### config.mk
export PLATFORM = sky130hd
export DESIGN_NAME = mem_1r1w_bist
export DESIGN_NICKNAME = d
export VERILOG_FILES = /design/src/rtl/mem_1r1w_bist.sv
export SDC_FILE = /design/constraint.sdc
export NUM_CORES = 1
export LEC_CHECK = 0
export CORE_UTILIZATION = 45
export CTS_CLUSTER_DIAMETER = 60
export DETAILED_ROUTE_END_ITERATION = 8
export PLACE_DENSITY = 0.87
export SKIP_LAST_GASP = 1
export SYNTH_ARGS = -nofsm -noshare
export SYNTH_HDL_FRONTEND = slang
export SYNTH_SLANG_ARGS = --single-unit
### constraint.sdc
create_clock -name clock -period 4.25 [get_ports clock]
set_input_delay 0.425 -clock clock [delete_from_list [all_inputs] [get_ports clock]]
set_output_delay 0.425 -clock clock [all_outputs]
set_load 0.02 [all_outputs]
### src/rtl/mem_1r1w_bist.sv
// Built-in self test for a 1r1w memory: writes P0, reads/checks it, writes P1,
// reads/checks it, and reports pass or the first failing address.
module mem_1r1w_bist #(
    parameter int DEPTH  = 48,
    parameter int WIDTH  = 64,
    parameter int ADDR_W = 6
) (
    input  logic              clock,
    input  logic              reset_n,
    input  logic              start,
    output logic              busy,
    output logic              done,
    output logic              pass,
    output logic [ADDR_W-1:0] fail_addr,
    output logic [ADDR_W-1:0] R0_addr,
    output logic              R0_en,
    input  logic [WIDTH-1:0]  R0_data,
    output logic [ADDR_W-1:0] W0_addr,
    output logic              W0_en,
    output logic [WIDTH-1:0]  W0_data
);

    if ((2 ** ADDR_W) < DEPTH) begin : g_bad_addr_w
        $error("ADDR_W too small for DEPTH");
    end

    typedef enum logic [2:0] {IDLE, WR0, RD0, DRN0, WR1, RD1, DRN1, FIN} state_t;

    localparam int REP = (WIDTH + 63) / 64;
    localparam logic [ADDR_W-1:0] LAST = ADDR_W'(DEPTH - 1);

    state_t            state, next_state;
    logic [ADDR_W-1:0] cnt, next_cnt, cnt_inc;
    logic [ADDR_W-1:0] chk_addr;
    logic              chk_valid, chk_ph, mismatch, start_ok;

    // 64-bit base pattern replicated then truncated to WIDTH; ph=1 selects P1
    function automatic logic [WIDTH-1:0] pattern(input logic [ADDR_W-1:0] a, input logic ph);
        logic [63:0]       base;
        logic [64*REP-1:0] rep;
        base = 64'h5555_5555_5555_5555 ^ 64'(a);
        rep  = {REP{base}};
        return ph ? ~rep[WIDTH-1:0] : rep[WIDTH-1:0];
    endfunction

    assign cnt_inc  = (cnt == LAST) ? '0 : cnt + ADDR_W'(1);
    assign mismatch = chk_valid && (R0_data != pattern(chk_addr, chk_ph));
    assign start_ok = start && (state == IDLE || state == FIN);

    always_comb begin
        next_state = state;
        next_cnt   = cnt;
        case (state)
            IDLE, FIN: begin
                if (start) begin
                    next_state = WR0;
                    next_cnt   = '0;
                end
            end
            WR0: begin
                next_cnt = cnt_inc;
                if (cnt == LAST) next_state = RD0;
            end
            RD0: begin
                next_cnt = cnt_inc;
                if (cnt == LAST) next_state = DRN0;
            end
            DRN0: next_state = WR1;
            WR1: begin
                next_cnt = cnt_inc;
                if (cnt == LAST) next_state = RD1;
            end
            RD1: begin
                next_cnt = cnt_inc;
                if (cnt == LAST) next_state = DRN1;
            end
            DRN1:    next_state = FIN;
            default: next_state = IDLE;
        endcase
        if (mismatch) next_state = FIN;
    end

    // Memory-side outputs are registered from the next state so they line up
    // with the state they belong to and hold while their enable is low.
    always_ff @(posedge clock or negedge reset_n) begin
        if (!reset_n) begin
            state     <= IDLE;
            cnt       <= '0;
            busy      <= 1'b0;
            done      <= 1'b0;
            pass      <= 1'b0;
            fail_addr <= '0;
            R0_en     <= 1'b0;
            W0_en     <= 1'b0;
            R0_addr   <= '0;
            W0_addr   <= '0;
            W0_data   <= '0;
            chk_valid <= 1'b0;
            chk_addr  <= '0;
            chk_ph    <= 1'b0;
        end else begin
            state <= next_state;
            cnt   <= next_cnt;
            busy  <= !(next_state == IDLE || next_state == FIN);
            done  <= (next_state == FIN);
            R0_en <= (next_state == RD0 || next_state == RD1);
            W0_en <= (next_state == WR0 || next_state == WR1);
            if (next_state == RD0 || next_state == RD1) R0_addr <= next_cnt;
            if (next_state == WR0 || next_state == WR1) begin
                W0_addr <= next_cnt;
                W0_data <= pattern(next_cnt, next_state == WR1);
            end
            chk_valid <= R0_en && !mismatch;
            chk_addr  <= R0_addr;
            chk_ph    <= (state == RD1);
            if (mismatch) fail_addr <= chk_addr;
            if (start_ok) pass <= 1'b0;
            else if (state == DRN1 && !mismatch) pass <= 1'b1;
        end
    end

endmodule

# Yosys cells after proc, flatten, opt, wreduce, memory -nomap -nowiden
# Index checks and enable logic that the tools add are counted.
# totals
in_bits	67
out_inout_bits	87
regBits	104
wordCells	62
# op_classes
add_sub_neg	1
mux	14
reduce_logical	15
n_bitwise	4
n_eq_ne	14
# ops
op	n
two-way mux 64 bit	2
inverter 63 -> 64 bit	2
inequality test 64 bit	1
inverter 3 -> 32 bit	2
== test 3 bit, second input constant	7
one-hot mux 3 bit (7 select lines)	1
two-way mux 3 bit	6
two-way mux 6 bit	2
one-hot mux 6 bit (2 select lines)	1
== test 3 x 2 -> 1 bit, second input constant	3
adder 6 x 1 -> 6 bit, second input constant	1
== test 3 x 1 -> 1 bit, second input constant	2
== test 6 bit, second input constant	1
logical NOT 3 bit	2
logical AND 1 bit	4
logical OR 1 bit	4
OR reduction 4 bit	1
logical NOT 1 bit	2
two-way mux 1 bit	2
nonzero test 2 bit	1
OR reduction 2 bit	1

# Logic depth before layout (Yosys ltp)
# Gate-level depths: netlist of run 1.
# logic_depth
word_depth	9
depth_mapped	9
ltp_nobuf	7

# Worst setup path after synthesis of run 1
# No wires, ideal clock.
# synth_timing
path_type	in2reg
from	in R0_data[58]
to	reg fail_addr[3]
setup_slack_ps	1822
cell_stages	7
t_required_ps	4122
arrival_time_ps	2301
setup_time_ps	128
path_cell_list	or4bb_1 -> nor4_1 -> o22ai_1 -> a2111oi_4 -> a31o_2 -> buf_6 -> mux2_1
# synth_via
elab_chain_len	2
# synth_rtl
element	line	source
from (decl)	17	input logic [WIDTH-1:0] R0_data,
inequality test 64 bit	47	assign mismatch = chk_valid && (R0_data != pattern(chk_addr, chk_ph));
logical AND 1 bit	47	
to (signal assigned)	116	if (mismatch) fail_addr <= chk_addr;
to (decl)	14	output logic [ADDR_W-1:0] fail_addr,
# Every way passes these cells.
# A chain may end at the register's enable or synchronous reset.

# Final worst setup path of run 1
# layout_timing
from	reg chk_ph
to	reg fail_addr[1]
# layout_via
elab_chain_len	3
# layout_rtl
element	line	source
from (decl)	35	logic chk_valid, chk_ph, mismatch, start_ok;
from (signal assigned)	115	chk_ph <= (state == RD1);
two-way mux 64 bit	43	return ph ? ~rep[WIDTH-1:0] : rep[WIDTH-1:0];
inequality test 64 bit	47	
logical AND 1 bit	47	
# Every way passes these cells.

==> flow_summary.yaml, run 1 <==
outcome:
  outcome: "finished clean"
yosys:
  syn_nets: 374
  syn_area_per_cell_um2: 10.4
  synth_top_area_share_pct: 37.7
  yosys_register_bits: 48
  ys.flop_type: "dfrtp_1"
  synthSimpleGateAreaFrac_pct: 20.4
  synth_top_family_by_area: "simple AND/OR/NAND/NOR gates"
  synth_xor_area_share_pct: 3.03
  ys_seq_area_share_pct: 37.7
  yosysUniqueCellTypes: 57
  netlist_instances: 306
  synth_warnings: 0
  synthMuxAreaShare_pct: 9.87
  synth_fa_ha_area_share_pct: 0.393
  yosysTopAreaCell: "dfrtp_1"
  synth_edf_count: 0
  synth.area.top_cells: "dfrtp_1, buf_4, mux2_4"
  async_flop_share_pct: 100
  synth_area_mm2: 0.00318
  synth_compound_area_share_pct: 12.1
power_and_ir_drop:
  p_leak_nw: 1.84
  ir_drop_uv: 423
  p_sw_mw: 1.38
  pwr-share-seq_pct: 26.5
  switching_share_pct: 43.4
  p_total_mw: 3.19
  clockPowerShare_pct: 10.3
  power_density_mw_per_mm2: 714
  p_int_mw: 1.80
  p_comb_share_pct: 63.2
critical_path:
  reg2reg_from: "chk_ph$_DFF_PN0_"
  slowest_delay_ps: 720
  end_kind: "flip-flop"
  cp_top_family: "compound AO/OA/AOI/OAI gates"
  start_kind: "flip-flop"
  crit_fanout: 20
  cp_data_required_time_ps: 4440
  cp.buffers_inverters: 1
  cp_cell_sequence: "inv_1 -> a221oi_1 -> o221ai_2 -> a2111oi_4 -> a31o_2 -> mux2_2"
  crit_start: "chk_ph$_DFF_PN0_"
  critical_path_class: "flip-flop to flip-flop"
  critPathArrivalTime_ps: 3020
  cp_slowest_cell: "dfrtp_1"
drt:
  drt-pass1-iter-count: 4
  totalWireLength_um: 8200
  ant_nets: 0
  drtIter0Drc: 106
  drc: 0
  num_vias: 2654
  post_drt_wl_per_cell_um: 16.5
  avgViaCountPerCell: 5.35
timing:
  hold_violations: 0
  worstMarginPinSlew_ps: 1030
  skew_ps: 6.13
  fin_crit_sh_pct: 66.6
  fin_setup_tns_ps: 0
  rsz0062_at_grt: "false"
  fmax_mhz: 353
  post-route-min-period_ps: 2830
  drv_slew: 0
  setup_viol: 0
  slew-limit-headroom_pct: 31.2
floorplanning:
  rows: 30
  die_x_um: 86.1
  initial_utilization_pct: 46.6
  num_io_pins: 154
  dieArea_mm2: 0.00741
  fp.coreArea_mm2: 0.00683
  die_y_um: 86.1
worst_hold_path:
  hold_class: "input pin to async pin"
placed_design:
  io_buffers: 153
  dpl-instance-area_mm2: 0.00435
  hpwl_um: 6160
  gp_congestion: 0.830
clock_network:
  cts_htree_levels: 2
  cts-resized-gates: 0
  cts_buffers: 5
  ctsHoldBuffers: 0
  cts_tree: "built"
  insertion_delay_ps: 300
  root_buffer: "clkbuf_8"
  cts_setup_buffers: 0
  path_clk_slew_ps: 90
  clock_path_buffers: 2
  cts_sinks: 48
global_routing:
  grt_overflow: 0
  antenna_found_initial: 0
  grt_pass1_wl_um: 12500
  grt_start_max_net_pins: 49
  grt_usage_pct: 21.6
  grt_pass1_vias: 2527
layout:
  num_antenna_cells: 0
  areaGrowthSynthToFinish_pct: 40.2
  nNetsFinal: 467
  fin_area_mm2: 0.00446
  layout-drive-gt1-share_pct: 9.00
  fillerInstances: 548
flow_run:
  drv_cap: 0
[through the flow]
step	hold WS, ps	setup WS (ps)	instances	utilization, %
after floorplan	129	1820	306	-
after global placement	381	1170	488	63.7
after detailed placement	383	1120	488	63.7
after CTS	344	1390	496	65.3
after global routing	399	1160	496	65.3
final	303	1420	496	65.3
[synthesized netlist by cell type, drive strengths merged, types with 7 or more instances]
| library cell | n |
|---|---|
| buf | 60 |
| dfrtp | 48 |
| mux2 | 24 |
| nand2 | 14 |
| nor4bb | 13 |
| inv | 12 |
| nor3b | 11 |
| xnor2 | 10 |
| nand4b | 9 |
| nor2 | 8 |
| o21ai | 8 |
| a21oi | 7 |
| clkbuf | 7 |
| nand3 | 7 |
[sequential cells by signal, summed over array words and instances (netlist names)]
signal and cells:
pass 1, chk_addr 6, W0_data 8, R0_en 1
fail_addr 6, cnt 6, chk_valid 1, busy 1
W0_addr 6, R0_addr 6, chk_ph 1, done 1
state 3, W0_en 1
[layout by cell type (no fill, tap or decap), types with 2 or more instances in the layout]
master,n
clkdlybuf4s50_1,152
dfrtp_1,48
nand2_1,14
nor4bb_1,13
inv_1,12
mux2_2,12
nor3b_1,11
xnor2_1,10
nand4b_1,9
mux2_4,9
o21ai_0,8
nor2_1,8
a21oi_1,7
nand3_1,7
and3_1,6
nand3b_1,5
clkbuf_8,5
and3b_1,4
a31oi_1,3
nor4_1,3
a22oi_1,3
o2bb2ai_1,3
mux2_1,3
nand2b_1,2
o21a_1,2
or4bb_1,2
and4_1,2
nor2b_1,2
a311oi_1,2
a211o_1,2
a22o_1,2
a22oi_2,2
[power by group through the flow]
stage                     clock network, mW  registers (mW)  logic (mW)
after floorplan                           0           0.866        1.45
after global placement                    0           0.838        1.97
after detailed placement                  0           0.850        2.02
after CTS                             0.332           0.843        2.03
after global routing                  0.349           0.880        2.13
final                                 0.328           0.843        2.02
[final cells by class]
cell class	instances	area, um2	share of cell area (%)
Timing Repair Buffer	153	1530	34.2
Multi-Input combinational cell	179	1460	32.7
Sequential cell	48	1200	26.9
Tap cell	96	120	2.69
Clock buffer	5	68.8	1.54
Inverter	12	45.0	1.01
Clock inverter	3	42.5	0.953
[logic make-up after synthesis]
family,count (synthesis)
muxes,25
adders and majority gates,1
and+or+nand+nor,94
xor gates and xnor gates,11
buffers and inverters,79
AOI/OAI and AO/OA,48
DFF,48
[path summary, 6_finish.rpt]
check,end,slack (ps),depth (start not counted)
worst max-delay path,fail_addr[1]$_DFFE_PN0P_,1420,6
worst min-delay path,W0_data[4]$_DFFE_PN0P_,300,1
worst max register to register,fail_addr[1]$_DFFE_PN0P_,1420,6
worst min register to register,chk_addr[0]$_DFF_PN0_,410,0
max in group asynchronous,fail_addr[0]$_DFFE_PN0P_,3320,1
min in group clock,chk_addr[0]$_DFF_PN0_,410,0
[per-layer routing]
metal / global-route usage [%] / routed length [um] / vias to the layer above
li1: - / - / 1257
met1: 26.2 / 3360 / 1277
met2: 37.1 / 3920 / 108
met3: 6.26 / 782 / 12
met4: 6.67 / 125 / 0
met5: 0 / 0 / -
(Power assumes the default switching activity.)
==> run 2: changes to the inputs <==
--- a/config.mk
+++ b/config.mk
@@ -5,10 +5,10 @@
 export SDC_FILE = /design/constraint.sdc
 export NUM_CORES = 1
 export LEC_CHECK = 0
-export CORE_UTILIZATION = 45
+export CORE_UTILIZATION = 37
 export CTS_CLUSTER_DIAMETER = 60
 export DETAILED_ROUTE_END_ITERATION = 8
-export PLACE_DENSITY = 0.87
+export PLACE_DENSITY = 0.76
 export SKIP_LAST_GASP = 1
 export SYNTH_ARGS = -nofsm -noshare
 export SYNTH_HDL_FRONTEND = slang
==> constraint.sdc (replaced) <==
create_clock -name clock -period 2.47 [get_ports clock]
set_input_delay 0.247 -clock clock [delete_from_list [all_inputs] [get_ports clock]]
set_output_delay 0.247 -clock clock [all_outputs]
set_load 0.02 [all_outputs]
==> flow_summary.yaml, run 2 (synthesis results as in run 1) <==
drt:
  totalWireLength_um: 8290
  drc: 0
  num_vias: 2710
  ant_nets: 0
  avgViaCountPerCell: 5.06
  drtIter0Drc: 162
  drt-pass1-iter-count: 4
  post_drt_wl_per_cell_um: 15.5
floorplanning:
  fp.coreArea_mm2: 0.00826
  num_io_pins: 154
  rows: 33
  initial_utilization_pct: 38.5
  die_y_um: 94.8
  die_x_um: 94.8
  dieArea_mm2: 0.00898
clock_network:
  cts_buffers: 5
  root_buffer: "clkbuf_8"
  cts_tree: "built"
  cts_htree_levels: 2
  insertion_delay_ps: 310
  path_clk_slew_ps: 90
  clock_path_buffers: 2
  cts_sinks: 48
timing:
  setup_viol: 0
  post-route-min-period_ps: 2410
  hold_violations: 0
  skew_ps: 8.82
  worstMarginPinSlew_ps: 805
  setup_slack_ps: 60.0
  fin_setup_tns_ps: 0
  slew-limit-headroom_pct: 46.3
  fmax_mhz: 415
  fin_crit_sh_pct: 97.6
  rsz0062_at_grt: "true"
  drv_slew: 0
power_and_ir_drop:
  ir_drop_uv: 738
  p_int_mw: 3.37
  p_comb_share_pct: 66.1
  p_leak_nw: 2.08
  pwr-share-seq_pct: 24.0
  switching_share_pct: 42.2
  clockPowerShare_pct: 9.8
  p_total_mw: 5.83
  power_density_mw_per_mm2: 1210
  p_sw_mw: 2.46
critical_path:
  crit_fanout: 7
  cp_data_required_time_ps: 2670
  end_kind: "flip-flop"
  cp_cell_sequence: "clkdlybuf4s50_1 -> nor4bb_1 -> nand4b_1 -> a221o_1 -> a2111oi_4 -> buf_4 -> a22oi_2 -> mux2_4"
  cp_slowest_cell: "clkdlybuf4s50_1"
  slowest_delay_ps: 490
  reg2regPathDepth: 9
  reg2reg_from: "chk_ph$_DFF_PN0_"
  critical_path_class: "input pin to flip-flop"
  regToRegEndpoint: "R0_addr[1]$_DFFE_PN0P_"
  rrSetupSlack_ps: 60
  critPathArrivalTime_ps: 2610
  start_kind: "input pin"
placed_design:
  io_buffers: 153
  dp.cells: 524
  hpwl_um: 6210
  dp_worst_setup_slack_ps: -288
  gp_congestion: 0.876
global_routing:
  grt_usage_pct: 17.5
  grt_pass1_vias: 2550
  grt_pass1_wl_um: 12200
  grt_overflow: 0
  antenna_found_initial: 0
  grt_start_max_net_pins: 35
layout:
  fin_util_pct: 58.6
  top_register: "W0_data"
  final_cell_mix: "clkdlybuf4s50_1, dfrtp_1, buf_4"
  final_cells: 536
  largest_reg_flops: 8
  layout-drive-gt1-share_pct: 18.3
  num_antenna_cells: 0
  final_common_cell: "clkdlybuf4s50_1"
  nNetsFinal: 498
  areaGrowthSynthToFinish_pct: 51.9
worst_hold_path:
  hold_class: "input pin to async pin"
flow_run:
  drv_cap: 0
outcome:
  outcome: "finished clean"
## run 2: layout make-up
class	instances	area, um2
clock buffers	5	68.8
clock inverters	3	46.3
fillers	693	3420
inverters	12	45.0
multi-input cells	179	1560
flip-flops and latches	48	1200
well taps	105	131
repair buffers	184	1790
## run 2: power groups by stage
stage / Clock (mW) / Combinational (mW) / Sequential (mW)
2_1_floorplan: 0 / 2.50 / 1.49
3_3_place_gp: 0 / 3.69 / 1.40
3_5_place_dp: 0 / 3.74 / 1.41
4_1_cts: 0.591 / 3.76 / 1.40
5_1_grt: 0.623 / 4.11 / 1.45
6_report: 0.574 / 3.85 / 1.40
## run 2: how the worst max path moves through the flow
stage | from | to | cells past startpoint
6_report | R0_data[45] | R0_addr[1]$_DFFE_PN0P_ | 8
5_1_grt | chk_ph$_DFF_PN0_ | R0_addr[1]$_DFFE_PN0P_ | 9
4_1_cts | chk_ph$_DFF_PN0_ | R0_addr[2]$_DFFE_PN0P_ | 7
3_5_place_dp | R0_data[13] | fail_addr[1]$_DFFE_PN0P_ | 7
3_3_place_gp | R0_data[44] | fail_addr[0]$_DFFE_PN0P_ | 7
2_1_floorplan | chk_ph$_DFF_PN0_ | fail_addr[3]$_DFFE_PN0P_ | 8
## run 2: routing by layer
metal  routed length (um)  up-vias  share of wire, %  track usage [%]
met5                    0        -                 0                0
met4                  145        0               1.7             6.06
met3                  633       13               7.6             4.11
met2                 4000      104                48             29.6
met1                 3520     1280                42             21.9
li1                     -     1313                 -                -
## run 2: critical path: cells and delay by family
kind            cells  cell delay [ps]
simple gates        2              530
buf+inv             2              690
compound gates      3              810
mux                 1              330
## run 2: stage by stage
stage	hold slack, ps	instance area (um2)
2_1_floorplan	-48.6	3180
3_3_place_gp	171	4580
3_5_place_dp	171	4580
4_1_cts	366	4710
5_1_grt	396	4840
6_report	366	4840
## run 2: timing repair
| item | CTS | global route |
|---|---|---|
| setup endpoints to repair | 6 | 32 |
| hold buffers | 1 | 0 |
| gates resized for setup | 1 | 22 |
| pin swaps | 1 | 5 |
| endpoints found under the hold margin | 14 | 0 |
| setup buffers | 0 | 3 |
| gates cloned | 0 | 0 |
==> run 3: changes to the inputs <==
--- a/config.mk
+++ b/config.mk
@@ -8,6 +8,7 @@
 export CORE_UTILIZATION = 37
 export CTS_CLUSTER_DIAMETER = 60
 export DETAILED_ROUTE_END_ITERATION = 8
+export GPL_ROUTABILITY_DRIVEN = 0
 export PLACE_DENSITY = 0.76
 export SKIP_LAST_GASP = 1
 export SYNTH_ARGS = -nofsm -noshare
==> results of run 3 <==
Final layout, timing and power as in run 2 (identical DEF).
==> edit 1: new RTL, config.mk and constraints of run 1 <==
Set the parameter `ADDR_W` to 7 (it was 6).
--- a/src/rtl/mem_1r1w_bist.sv
+++ b/src/rtl/mem_1r1w_bist.sv
@@ -5,3 +5,3 @@
     parameter int WIDTH  = 64,
-    parameter int ADDR_W = 6
+    parameter int ADDR_W = 7
 ) (
Ports: changed (resized R0_addr, W0_addr and fail_addr); port bits go from 154 to 157. No check against the original RTL was run, so the function may have changed too.
==> edit 1 against run 1 <==
  * Sequential cell count is 6 higher
  * Cell area is 2.6% higher
  * Area after synthesis grew 3.3%
  * Hold slack worse by 0.079 ns
  * Core utilization up 0.62 points
  * Power rose by 9.0%
  * Setup slack got worse by 0.33 ns
  * Routed wire length is 0.76% lower
  * Critical path type unchanged
  * Highest routed layer unchanged
==> edit 1: results (changes against run 1) <==
.. list-table::
   :header-rows: 1

   * - Metric
     - Value
   * - Reg-to-Reg Start
     - cnt[0]$_DFF_PN0_ (was chk_ph$_DFF_PN0_)
   * - Flip-flop count of the largest register, all copies and words added
     - 9 (was 8)
   * - Wire length of the first global-routing pass
     - 12100 microns (was 12500 microns)
   * - Gr usage total
     - 20.3% (was 21.6%)
   * - Mux share of post-synthesis cell area
     - 8.64% (was 9.87%)
   * - Synthesized-area fraction occupied by adder cells
     - 0.381% (was 0.393%)
   * - Syn_nets
     - 384 (was 374)
   * - Area after DPL
     - 0.00450 sq mm (was 0.00435 sq mm)
   * - Clock Skew
     - 0.0102 ns (was 0.00613 ns)
   * - Arrival time at the worst endpoint
     - 3.36 ns (was 3.02 ns)
   * - Final design utilization
     - 65.9% (was 65.3%)
   * - PortBufs
     - 156 (was 153)
   * - Largest fanout on the critical path
     - 15 (was 20)
   * - Layout net count
     - 480 (was 467)
   * - Post-synthesis xor/xnor area fraction
     - 4.26% (was 3.03%)
   * - Part of the Yosys area used for sequential elements
     - 41.1% (was 37.7%)
   * - Biggest area contributors in the synthesized netlist
     - sky130_fd_sc_hd__dfrtp_1 41%, sky130_fd_sc_hd__buf_4 13%, sky130_fd_sc_hd__mux2_2 6.2% (was sky130_fd_sc_hd__dfrtp_1 38%, sky130_fd_sc_hd__buf_4 13%, sky130_fd_sc_hd__mux2_4 4.2%)
   * - Count of vias placed by the detailed router
     - 2660 (was 2654)
   * - Mean area per synthesized cell
     - 10.4 sq um (about the same)
   * - Maximum clock frequency
     - 316 MHz (was 353 MHz)
   * - Maximum number of pins on one net before global-route repair
     - 55 (was 49)
   * - RD Place Congestion
     - 0.828 (was 0.830)
   * - DR vias/cell
     - 5.24 (was 5.35)
   * - Avg WL per Cell
     - 16.0 microns (was 16.5 microns)
   * - Setup slack, reg-to-reg
     - 1.09 ns (was 1.42 ns)
   * - Share of cells above drive strength 1
     - 8.50% (was 9.00%)
   * - Outcome
     - completed (unchanged)
   * - Filler cell count in the final layout
     - 529 (was 548)
   * - VDD IR max
     - 451 uV (was 423 uV)
   * - Worst-case reg-to-reg path depth
     - 7 (was 6)
   * - Leakage
     - 1.88 nW (was 1.84 nW)
   * - Placement Setup Slack
     - 1.10 ns (was 1.12 ns)
   * - Post-synthesis compound-gate area fraction
     - 10.6% (was 12.1%)
   * - Violation count after the first detailed-routing iteration
     - 139 (was 106)
   * - DPL Wire Length
     - 6180 microns (was 6160 microns)
## edit 1: area by class of cell
type / instances / share of cell area (%)
clock buffers: 5 / 1.50
clock inverters: 2 / 0.301
inverters: 10 / 0.820
multi-input cells: 183 / 30.9
flip-flops and latches: 54 / 29.5
well taps: 96 / 2.62
repair buffers: 158 / 34.3
## edit 1: how the worst max path moves through the flow
| stage | cells after the start | to | slack (ns) |
|---|---|---|---|
| global route | 7 | W0_addr[5]$_DFFE_PN0P_ | 0.82 |
| CTS | 7 | W0_addr[5]$_DFFE_PN0P_ | 1.08 |
| floorplan | 8 | W0_addr[6]$_DFFE_PN0P_ | 1.76 |
| finish | 7 | W0_addr[5]$_DFFE_PN0P_ | 1.09 |
| global placement | 7 | W0_data[4]$_DFFE_PN0P_ | 1.15 |
| detailed placement | 7 | W0_addr[6]$_DFFE_PN0P_ | 1.10 |
## edit 1: logic make-up after synthesis
group	Yosys count
AO/OA/AOI/OAI	52
multiplexers	24
flip-flops	54
buffers and inverters	79
AND/OR/NAND/NOR	90
adder cells (fa/ha/maj)	1
XOR/XNOR	16
## edit 1: critical path: stages (launching register included)
cell	delay, ns
sky130_fd_sc_hd__dfrtp_1	0.41
sky130_fd_sc_hd__ha_1	0.21
sky130_fd_sc_hd__nand4_1	0.18
sky130_fd_sc_hd__nor3_1	0.55
sky130_fd_sc_hd__o21ai_0	0.16
sky130_fd_sc_hd__a22oi_1	0.55
sky130_fd_sc_hd__or2_1	0.59
sky130_fd_sc_hd__mux2_2	0.41
## edit 1: metrics by stage
step | hold WS [ns] | power, mW
finish | 0.224 | 3.47
global route | 0.276 | 3.69
CTS | 0.249 | 3.50
detailed placement | 0.389 | 3.22
global placement | 0.383 | 3.16
floorplan | 0.129 | 2.59
## edit 1: metal layers
layer / part of all wire, % / wire, microns / GRT usage [%]
met5: 0 / 0 / 0
met4: 0.98 / 80 / 4.17
met3: 8.4 / 683 / 5.59
met2: 50 / 4070 / 38.1
met1: 41 / 3300 / 23.0
## edit 1: power by group
group / switching [mW] / internal, mW
sequential: 0.264 / 0.722
combinational: 1.11 / 1.10
clock: 0.163 / 0.114
==> edit 2: new RTL, config.mk and constraints of run 1 <==
Without the edit above. Register the inputs `start` and `R0_data` before use, without a reset. The logic sees them one clock later.
--- a/src/rtl/mem_1r1w_bist.sv
+++ b/src/rtl/mem_1r1w_bist.sv
@@ -21,2 +21,10 @@
 );
+
+    logic start_q;
+    logic [WIDTH-1:0] R0_data_q;
+
+    always_ff @(posedge clock) begin
+        start_q   <= start;
+        R0_data_q <= R0_data;
+    end
 
@@ -46,4 +54,4 @@
     assign cnt_inc  = (cnt == LAST) ? '0 : cnt + ADDR_W'(1);
-    assign mismatch = chk_valid && (R0_data != pattern(chk_addr, chk_ph));
-    assign start_ok = start && (state == IDLE || state == FIN);
+    assign mismatch = chk_valid && (R0_data_q != pattern(chk_addr, chk_ph));
+    assign start_ok = start_q && (state == IDLE || state == FIN);
 
@@ -54,3 +62,3 @@
             IDLE, FIN: begin
-                if (start) begin
+                if (start_q) begin
                     next_state = WR0;
Behaviour: not the same (a bounded check fails within 4 cycles, from zero or initial values and one cycle with reset_n low).
==> edit 2 against run 1 <==
  * Maximum frequency fell by 4.2%
  * Power is 58% higher
  * Cell area rose by 39%
  * Setup slack lost 0.12 ns
  * Area after synthesis up 38%
  * Routed wire length rose by 15%
  * Critical endpoint is now R0_addr[3]$_DFFE_PN0P_
  * Largest cell class is now flip-flops and latches
  * Combinational power increased by 4%
  * Sequential cell count is 65 higher
  * Critical path type unchanged
  * Count of clock-buffer cells in the layout grew 15
==> edit 2: results (changes against run 1) <==
.. list-table::
   :header-rows: 1

   * - Metric
     - Value
   * - Placement Setup Slack
     - 1.34 ns (was 1.12 ns)
   * - Power dissipated by switching net loads
     - 1.80 mW (was 1.38 mW)
   * - Share of synthesized flip-flops with an asynchronous set or reset
     - 42.5% (was 100%)
   * - Number of global-route vias before repair
     - 2978 (was 2527)
   * - Synthesized-area fraction occupied by adder cells
     - 0.284% (was 0.393%)
   * - Seq/total area
     - 40.5% (was 26.9%)
   * - Non-clk buf share
     - 24.7% (was 34.2%)
   * - Mux share of post-synthesis cell area
     - 7.10% (was 9.87%)
   * - Final cycle utilization of the critical path
     - 69.5% (was 66.6%)
   * - Total routed wirelength
     - 9430 microns (was 8200 microns)
   * - Outcome
     - completed (unchanged)
   * - Multi-input gate share of the layout cell area
     - 22.5% (was 32.7%)
   * - Share of cells above drive strength 1
     - 11.4% (was 9.00%)
   * - Post-synthesis compound-gate area fraction
     - 6.84% (was 12.1%)
   * - Biggest area contributors in the synthesized netlist
     - sky130_fd_sc_hd__dfxtp_1 30%, sky130_fd_sc_hd__dfrtp_1 27%, sky130_fd_sc_hd__buf_4 9.7% (was sky130_fd_sc_hd__dfrtp_1 38%, sky130_fd_sc_hd__buf_4 13%, sky130_fd_sc_hd__mux2_4 4.2%)
   * - Post-Place Cells
     - 580 (was 488)
   * - DPL Wire Length
     - 6540 microns (was 6160 microns)
   * - Share of total power consumed by net switching
     - 35.8% (was 43.4%)
   * - Power in combinational cells
     - 2.10 mW (was 2.02 mW)
   * - Clk_buf instances
     - 20 (was 5)
   * - Cell count after synthesis
     - 366 (was 306)
   * - Filler cell count in the final layout
     - 725 (was 548)
   * - VDD IR max
     - 527 uV (was 423 uV)
   * - Synthesis-to-layout area growth
     - 40.3% (was 40.2%)
   * - Main synth FF type
     - sky130_fd_sc_hd__dfxtp_1 (was sky130_fd_sc_hd__dfrtp_1)
   * - Number of distinct standard cells referenced by the synthesized netlist
     - 50 (was 57)
   * - Clock Skew
     - 0.0127 ns (was 0.00613 ns)
   * - Post-synthesis xor/xnor area fraction
     - 2.39% (was 3.03%)
   * - Capture instance of the worst register-to-register path
     - R0_addr[3]$_DFFE_PN0P_ (was fail_addr[1]$_DFFE_PN0P_)
   * - Leakage
     - 2.58 nW (was 1.84 nW)
   * - Number of ordinary inverters in the final layout
     - 6 (was 12)
   * - Syn_nets
     - 434 (was 374)
   * - Area after DPL
     - 0.00560 sq mm (was 0.00435 sq mm)
   * - Arrival time at the worst endpoint
     - 3.33 ns (was 3.02 ns)
   * - Part of the Yosys area used for sequential elements
     - 56.8% (was 37.7%)
   * - DR vias/cell
     - 4.83 (was 5.35)
   * - Violation count after the first detailed-routing iteration
     - 212 (was 106)
## edit 2: changes by cell type in the layout (fill, tap and decap cells not counted), sizes merged, moves of 4 or more
cell / change
xnor2: -5
clkbuf: +15
dfxtp: +65
inv: -4
clkinv: +5
o31ai: +4
o21ai: +7
xor2: +6
## edit 2: critical path, stage by stage (launching register included)
cell                        delay, ns
sky130_fd_sc_hd__dfrtp_1         0.77
sky130_fd_sc_hd__and3b_1         0.24
sky130_fd_sc_hd__nand4b_1        0.14
sky130_fd_sc_hd__a22oi_1         0.26
sky130_fd_sc_hd__o2111ai_2       0.18
sky130_fd_sc_hd__o21ai_4         0.48
sky130_fd_sc_hd__and2_1          0.38
sky130_fd_sc_hd__mux2_1          0.37
## edit 2: layer usage
metal	track usage (%)	vias up	share of wire, %
met5	0	-	0
met4	6.58	0	1.1
met3	6.66	11	5.9
met2	32.2	98	50
met1	23.0	1406	43
li1	-	1438	-
